--- config.mk ---
export PLATFORM = sky130hd
export DESIGN_NAME = systolic_feeder
export DESIGN_NICKNAME = d
export VERILOG_FILES = /design/src/rtl/systolic_pkg.sv /design/src/rtl/feeder_lane.sv /design/src/rtl/systolic_feeder.sv
export SDC_FILE = /design/constraint.sdc
export NUM_CORES = 1
export LEC_CHECK = 0
export CORE_UTILIZATION = 57
export CTS_CLUSTER_SIZE = 40
export DETAILED_ROUTE_END_ITERATION = 8
export GPL_ROUTABILITY_DRIVEN = 0
export GPL_TIMING_DRIVEN = 1
export PLACE_DENSITY = 0.79
export SYNTH_ARGS = -nofsm -noshare
export SYNTH_HDL_FRONTEND = slang
export SYNTH_HIERARCHICAL = 1
export SYNTH_SLANG_ARGS = --single-unit
--- constraint.sdc ---
create_clock -name clk -period 2.5 [get_ports clk]
set_clock_uncertainty 0.1 [all_clocks]
set_input_delay 0.25 -clock clk [delete_from_list [all_inputs] [get_ports clk]]
set_output_delay 0.25 -clock clk [all_outputs]
set_load 0.02 [all_outputs]
--- src/rtl/systolic_pkg.sv ---
// Shared types for the systolic operand feeder: pass FSM states, default operand width, index widths.
// Declarations only; no timing or flow control of its own.
package systolic_pkg;

  typedef enum logic [1:0] {
    IDLE  = 2'd0,
    RUN   = 2'd1,
    DRAIN = 2'd2
  } state_t;

  localparam int DEF_DW = 8;

  // Index width that stays at least one bit wide for single-entry ranges.
  function automatic int addr_w(input int depth);
    return (depth > 1) ? $clog2(depth) : 1;
  endfunction

endpackage

--- src/rtl/feeder_lane.sv ---
// One operand lane: K-deep buffer, read pointer and registered issue stage; issues 1 cycle after issue.
// No backpressure: an issue request on a non-exhausted lane always consumes one element.
module feeder_lane
  import systolic_pkg::*;
#(
  parameter int K  = 4,
  parameter int DW = DEF_DW,
  parameter int AW = addr_w(K)
) (
  input  logic          clk,
  input  logic          rst_n,
  input  logic          wr_en,
  input  logic [AW-1:0] wr_addr,
  input  logic [DW-1:0] wr_data,
  input  logic          clr,
  input  logic          issue,
  output logic [DW-1:0] out_data,
  output logic          out_valid,
  output logic          exh,
  output logic          exh_nxt
);

  localparam int            PW = $clog2(K + 1);
  localparam logic [PW-1:0] KP = PW'(K);

  logic [DW-1:0] mem_q [K];
  logic [PW-1:0] ptr_q, ptr_d;
  logic [DW-1:0] data_q, data_d;
  logic          valid_q, valid_d;

  // Buffer contents survive reset so a pass can be replayed after an abort.
  always_ff @(posedge clk) begin
    if (wr_en) mem_q[wr_addr] <= wr_data;
  end

  always_comb begin
    ptr_d   = ptr_q;
    data_d  = '0;
    valid_d = 1'b0;
    if (clr) begin
      ptr_d = '0;
    end else if (issue && (ptr_q != KP)) begin
      ptr_d   = ptr_q + PW'(1);
      data_d  = mem_q[ptr_q[AW-1:0]];
      valid_d = 1'b1;
    end
  end

  always_ff @(posedge clk or negedge rst_n) begin
    if (!rst_n) begin
      ptr_q   <= '0;
      data_q  <= '0;
      valid_q <= 1'b0;
    end else begin
      ptr_q   <= ptr_d;
      data_q  <= data_d;
      valid_q <= valid_d;
    end
  end

  assign out_data  = data_q;
  assign out_valid = valid_q;
  assign exh       = (ptr_q == KP);
  assign exh_nxt   = (ptr_d == KP);

endmodule

--- src/rtl/systolic_feeder.sv ---
// Operand feeder for an N x M systolic MAC array; operands appear 1 cycle after each sampled load.
// No backpressure: loads are consumed unconditionally, writes are dropped outside IDLE.
module systolic_feeder
  import systolic_pkg::*;
#(
  parameter int N  = 2,
  parameter int M  = 2,
  parameter int K  = 4,
  parameter int DW = DEF_DW
) (
  input  logic                               clk,
  input  logic                               rst_n,
  input  logic                               start,
  input  logic                               load,
  input  logic [N-1:0]                       A_start_en,
  input  logic [M-1:0]                       B_start_en,
  input  logic                               wr_en,
  input  logic                               wr_sel,
  input  logic [addr_w((N > M) ? N : M)-1:0] wr_lane,
  input  logic [addr_w(K)-1:0]               wr_addr,
  input  logic [DW-1:0]                      wr_data,
  output logic [N*DW-1:0]                    a_data,
  output logic [N-1:0]                       a_valid,
  output logic [M*DW-1:0]                    b_data,
  output logic [M-1:0]                       b_valid,
  output logic                               finished,
  output logic                               busy,
  output logic                               done
);

  localparam int LW = addr_w((N > M) ? N : M);
  localparam int AW = addr_w(K);

  state_t         state_q, state_d;
  logic           finished_q, finished_d;
  logic           done_q, done_d;
  logic           clr, issue_ok, wr_ok;
  logic [N-1:0]   a_exh, a_exh_nxt;
  logic [M-1:0]   b_exh, b_exh_nxt;

  assign clr      = (state_q == IDLE) && start;
  assign issue_ok = load && ((state_q == RUN) || (state_q == DRAIN));
  assign wr_ok    = wr_en && (state_q == IDLE) && (int'(wr_addr) < K);

  for (genvar i = 0; i < N; i++) begin : g_a
    feeder_lane #(.K(K), .DW(DW), .AW(AW)) u_lane (
      .clk       (clk),
      .rst_n     (rst_n),
      .wr_en     (wr_ok && !wr_sel && (wr_lane == LW'(i))),
      .wr_addr   (wr_addr),
      .wr_data   (wr_data),
      .clr       (clr),
      .issue     (issue_ok && A_start_en[i]),
      .out_data  (a_data[i*DW +: DW]),
      .out_valid (a_valid[i]),
      .exh       (a_exh[i]),
      .exh_nxt   (a_exh_nxt[i])
    );
  end

  for (genvar j = 0; j < M; j++) begin : g_b
    feeder_lane #(.K(K), .DW(DW), .AW(AW)) u_lane (
      .clk       (clk),
      .rst_n     (rst_n),
      .wr_en     (wr_ok && wr_sel && (wr_lane == LW'(j))),
      .wr_addr   (wr_addr),
      .wr_data   (wr_data),
      .clr       (clr),
      .issue     (issue_ok && B_start_en[j]),
      .out_data  (b_data[j*DW +: DW]),
      .out_valid (b_valid[j]),
      .exh       (b_exh[j]),
      .exh_nxt   (b_exh_nxt[j])
    );
  end

  // RUN leaves on the edge that issues lane 0's last element, so finished lines up with that issue.
  always_comb begin
    state_d    = state_q;
    finished_d = finished_q;
    unique case (state_q)
      IDLE: begin
        if (start) begin
          state_d    = RUN;
          finished_d = 1'b0;
        end
      end
      RUN: begin
        if (a_exh_nxt[0] && b_exh_nxt[0]) begin
          state_d    = DRAIN;
          finished_d = 1'b1;
        end
      end
      DRAIN: begin
        if ((&a_exh) && (&b_exh)) state_d = IDLE;
      end
      default: state_d = IDLE;
    endcase
    done_d = (state_d == DRAIN) && (&a_exh_nxt) && (&b_exh_nxt);
  end

  always_ff @(posedge clk or negedge rst_n) begin
    if (!rst_n) begin
      state_q    <= IDLE;
      finished_q <= 1'b0;
      done_q     <= 1'b0;
    end else begin
      state_q    <= state_d;
      finished_q <= finished_d;
      done_q     <= done_d;
    end
  end

  assign finished = finished_q;
  assign done     = done_q;
  assign busy     = (state_q != IDLE);

endmodule

==> results.py <==
metrics = {
    "timing": {
        "rsz0062_at_grt": "no",
        "finalMaxSlewViolations": 0,
        "fmax_mhz": 415,
        "tns_ns": 0,
        "max_slew_margin_pct": 49.8,
        "tightestPinTransition_ns": 0.751,
        "worst_slack_ns": 0.0909,
        "fin_crit_ns": 2.41,
        "fin_crit_sh_pct": 96.4,
        "finalHoldViolCount": 0,
        "final-setup-viol-count": 0,
        "holdWs_ns": 0.175,
    },
    "global_route": {
        "antenna_found_initial": 0,
        "grt_max_degree": 39,
        "grtUsageTotal_pct": 23.1,
        "overflow": 0,
        "grt_pass1_wl_um": 20900,
        "grt_pass1_vias": 3916,
    },
    "setup_path": {
        "cp-start-kind": "flop",
        "critPathMaxFanout": 4,
        "r2r_start": "state_q[0]$_DFF_PN0_",
        "r2r_setup_slack_ns": 0.09,
        "critPathLaunch": "state_q[0]$_DFF_PN0_",
        "critical_path_arrival_ns": 2.64,
        "reg2reg_depth": 9,
        "worstSetupEndpoint": "done$_DFF_PN0_",
        "r2r_end": "done$_DFF_PN0_",
        "cp.required_ns": 2.73,
        "crit_type": "flop to flop",
        "end_kind": "flop",
    },
    "clocking": {
        "post_cts_buffers": 0,
        "htreeDepth": 4,
        "insertion_delay_ns": 0.41,
        "clock-sinks": 180,
        "cts_root_buf": "clkbuf_16",
        "clk_pin_slew_worst_paths_ns": 0.07,
        "clockBufferDepth": 2,
        "cts_buffers": 17,
        "tritoncts": "built",
    },
    "synth": {
        "ys_top_cells_by_area": "edfxtp_1 (55%), dfrtp_1 (19%), mux4_2 (9.0%), nor2b_1 (2.5%), ha_1 (2.1%)",
        "ys_seq_area_share_pct": 73.2,
        "synth_top_area_share_pct": 54.7,
        "ys_types": 34,
        "yosys.area.top_type": "edfxtp_1",
        "syn_avg_cell_area_sq_um": 18.5,
        "synth_warnings": 6,
        "synth_cells": 379,
        "ys_seq_elements": 180,
        "synth_nets": 412,
        "syn_area_sq_um": 7030,
    },
    "placed_design": {
        "dp_hpwl_um": 8280,
        "port_buffers": 59,
        "pre_cts_ws_ns": 0.00351,
    },
    "routing": {
        "routed_wl_um": 13600,
        "vias": 3686,
        "dr.pass1.iters": 4,
        "avgViaCountPerCell": 5.80,
        "wire_per_inst_um": 21.4,
        "drcViolationCount": 0,
        "antenna_left": 0,
        "first_iter_violations": 272,
    },
    "layout": {
        "layout.nets": 508,
        "n_fill_cell": 748,
        "utilization_pct": 71.1,
        "area_growth_pct": 21.4,
        "antenna_cells": 0,
        "drive_gt1_share_pct": 20.9,
    },
    "floorplan": {
        "fp.dieH_um": 113,
        "rows": 40,
        "die-area_sq_um": 12800,
        "coreArea_sq_um": 12000,
        "die_x_um": 113,
        "io_pins": 60,
        "initial_core_util_pct": 58.5,
    },
    "power_and_ir_drop": {
        "vdd_drop_max_mv": 0.465,
        "p_leak_nw": 3.16,
        "power.total_mw": 7.48,
        "power.density_nw_per_um2": 877,
    },
    "flow_run": {
        "maxCapViolations": 0,
    },
    "min_path": {
        "hold_path_class": "primary input to async pin",
    },
    "outcome": {
        "status": "completed",
    },
}
cell families (layout without fill, tap and decap cells):
family	after synthesis	in the layout	synth area share (%)
DFF	180	180	73.2
and+or+nand+nor	101	101	8.97
muxes	36	36	11.0
buffers and inverters	26	135	1.89
AOI/OAI and AO/OA	20	20	2.28
adders and majority gates	12	12	2.14
xor gates and xnor gates	4	4	0.498
power by group:
part           switching [mW]  internal [mW]  total [mW]
clock                    1.12           1.38        2.50
combinational           0.775          0.763        1.54
sequential             0.0865           3.35        3.44
total                    1.98           5.50        7.48
timing repair:
item / CTS / global route
resized for setup: 1 / 7
hold buffers: 1 / 0
pin swaps: 0 / 1
endpoints found under the setup margin: 1 / 2
endpoints found under the hold margin: 14 / 0
per-layer routing:
metal	wire length [um]	share of wire, %	vias up	global-route usage (%)
met5	0	0	-	0
met4	286	2.1	0	9.30
met3	813	6.0	23	6.27
met2	6960	51	131	37.5
met1	5510	41	1892	30.1
li1	-	-	1640	-
synthesized netlist by cell type, drive strengths merged:
cell type,count
edfxtp,128
nand4,1
a221oi,1
mux2i,4
nor3,11
mux4,32
and3b,5
o21a,4
nand2,8
dfrtp,52
and3,8
a31oi,1
buf,8
a211oi,1
and4b,4
nor3b,8
nand2b,4
xnor2,4
inv,18
ha,12
a221o,1
o21ba,1
nor2b,32
nand3,1
nor2,14
a21oi,6
or3,1
o211ai,1
and2,4
a21boi,4
cells in the final DEF (no fill, tap or decap), drive strengths merged, types with 4 or more instances in the layout:
master / instances
dfrtp: 52
buf: 26
clkbuf: 18
and4b: 4
edfxtp: 128
xnor2: 4
clkinv: 4
a21boi: 4
nand2b: 4
clkdlybuf4s50: 58
and3: 8
a21oi: 6
nor2b: 32
and2: 4
mux4: 32
mux2i: 4
nand2: 8
nor2: 14
nor3: 11
inv: 22
clkinvlp: 5
o21a: 4
nor3b: 8
ha: 12
and3b: 5
sequential cells by signal (all words and copies together) (netlist names), 6 cells and up:
name                 flops
g_a.u_lane/mem_q        64
g_b.u_lane/mem_q        64
g_a.u_lane/out_data     16
g_b.u_lane/out_data     16
g_a.u_lane/ptr_q         6
g_b.u_lane/ptr_q         6
cell type report:
cell class                 instances  area, sq um  share of cell area (%)
multi-input combinational        173         1800                    21.1
sequential                       180         5140                    60.3
timing repair buffer              85          783                    9.18
tap                              147          184                    2.16
clock buffer                      18          429                    5.03
clock inverter                    14          129                    1.51
inverter                          18         67.6                   0.792
worst min path at each step:
stage,depth (start not counted),to,from
floorplan,0,done$_DFF_PN0_,rst_n
global placement,1,g_b[0].u_lane/out_data[4]$_DFF_PN0_,rst_n
detailed placement,1,g_b[0].u_lane/out_data[4]$_DFF_PN0_,rst_n
CTS,2,g_b[0].u_lane/out_data[4]$_DFF_PN0_,rst_n
global route,2,g_b[0].u_lane/out_data[4]$_DFF_PN0_,rst_n
finish,2,g_b[0].u_lane/out_data[4]$_DFF_PN0_,rst_n
per-stage QoR:
step / instances / instance area (sq um)
2_1_floorplan: 379 / 7030
3_3_place_gp: 602 / 7920
3_5_place_dp: 602 / 7920
4_1_cts: 635 / 8490
5_1_grt: 635 / 8530
6_report: 635 / 8530
worst max-delay path, stage by stage (launching register included):
cell and delay, ns:
dfrtp_1 0.41, inv_2 0.11, ha_4 0.22, and3_1 0.17, and4b_1 0.19, nor3_1 0.23, o21a_1 0.20, nand2_1 0.10
or3_1 0.38, a211oi_2 0.21
Power figures use the tool's default switching activity.
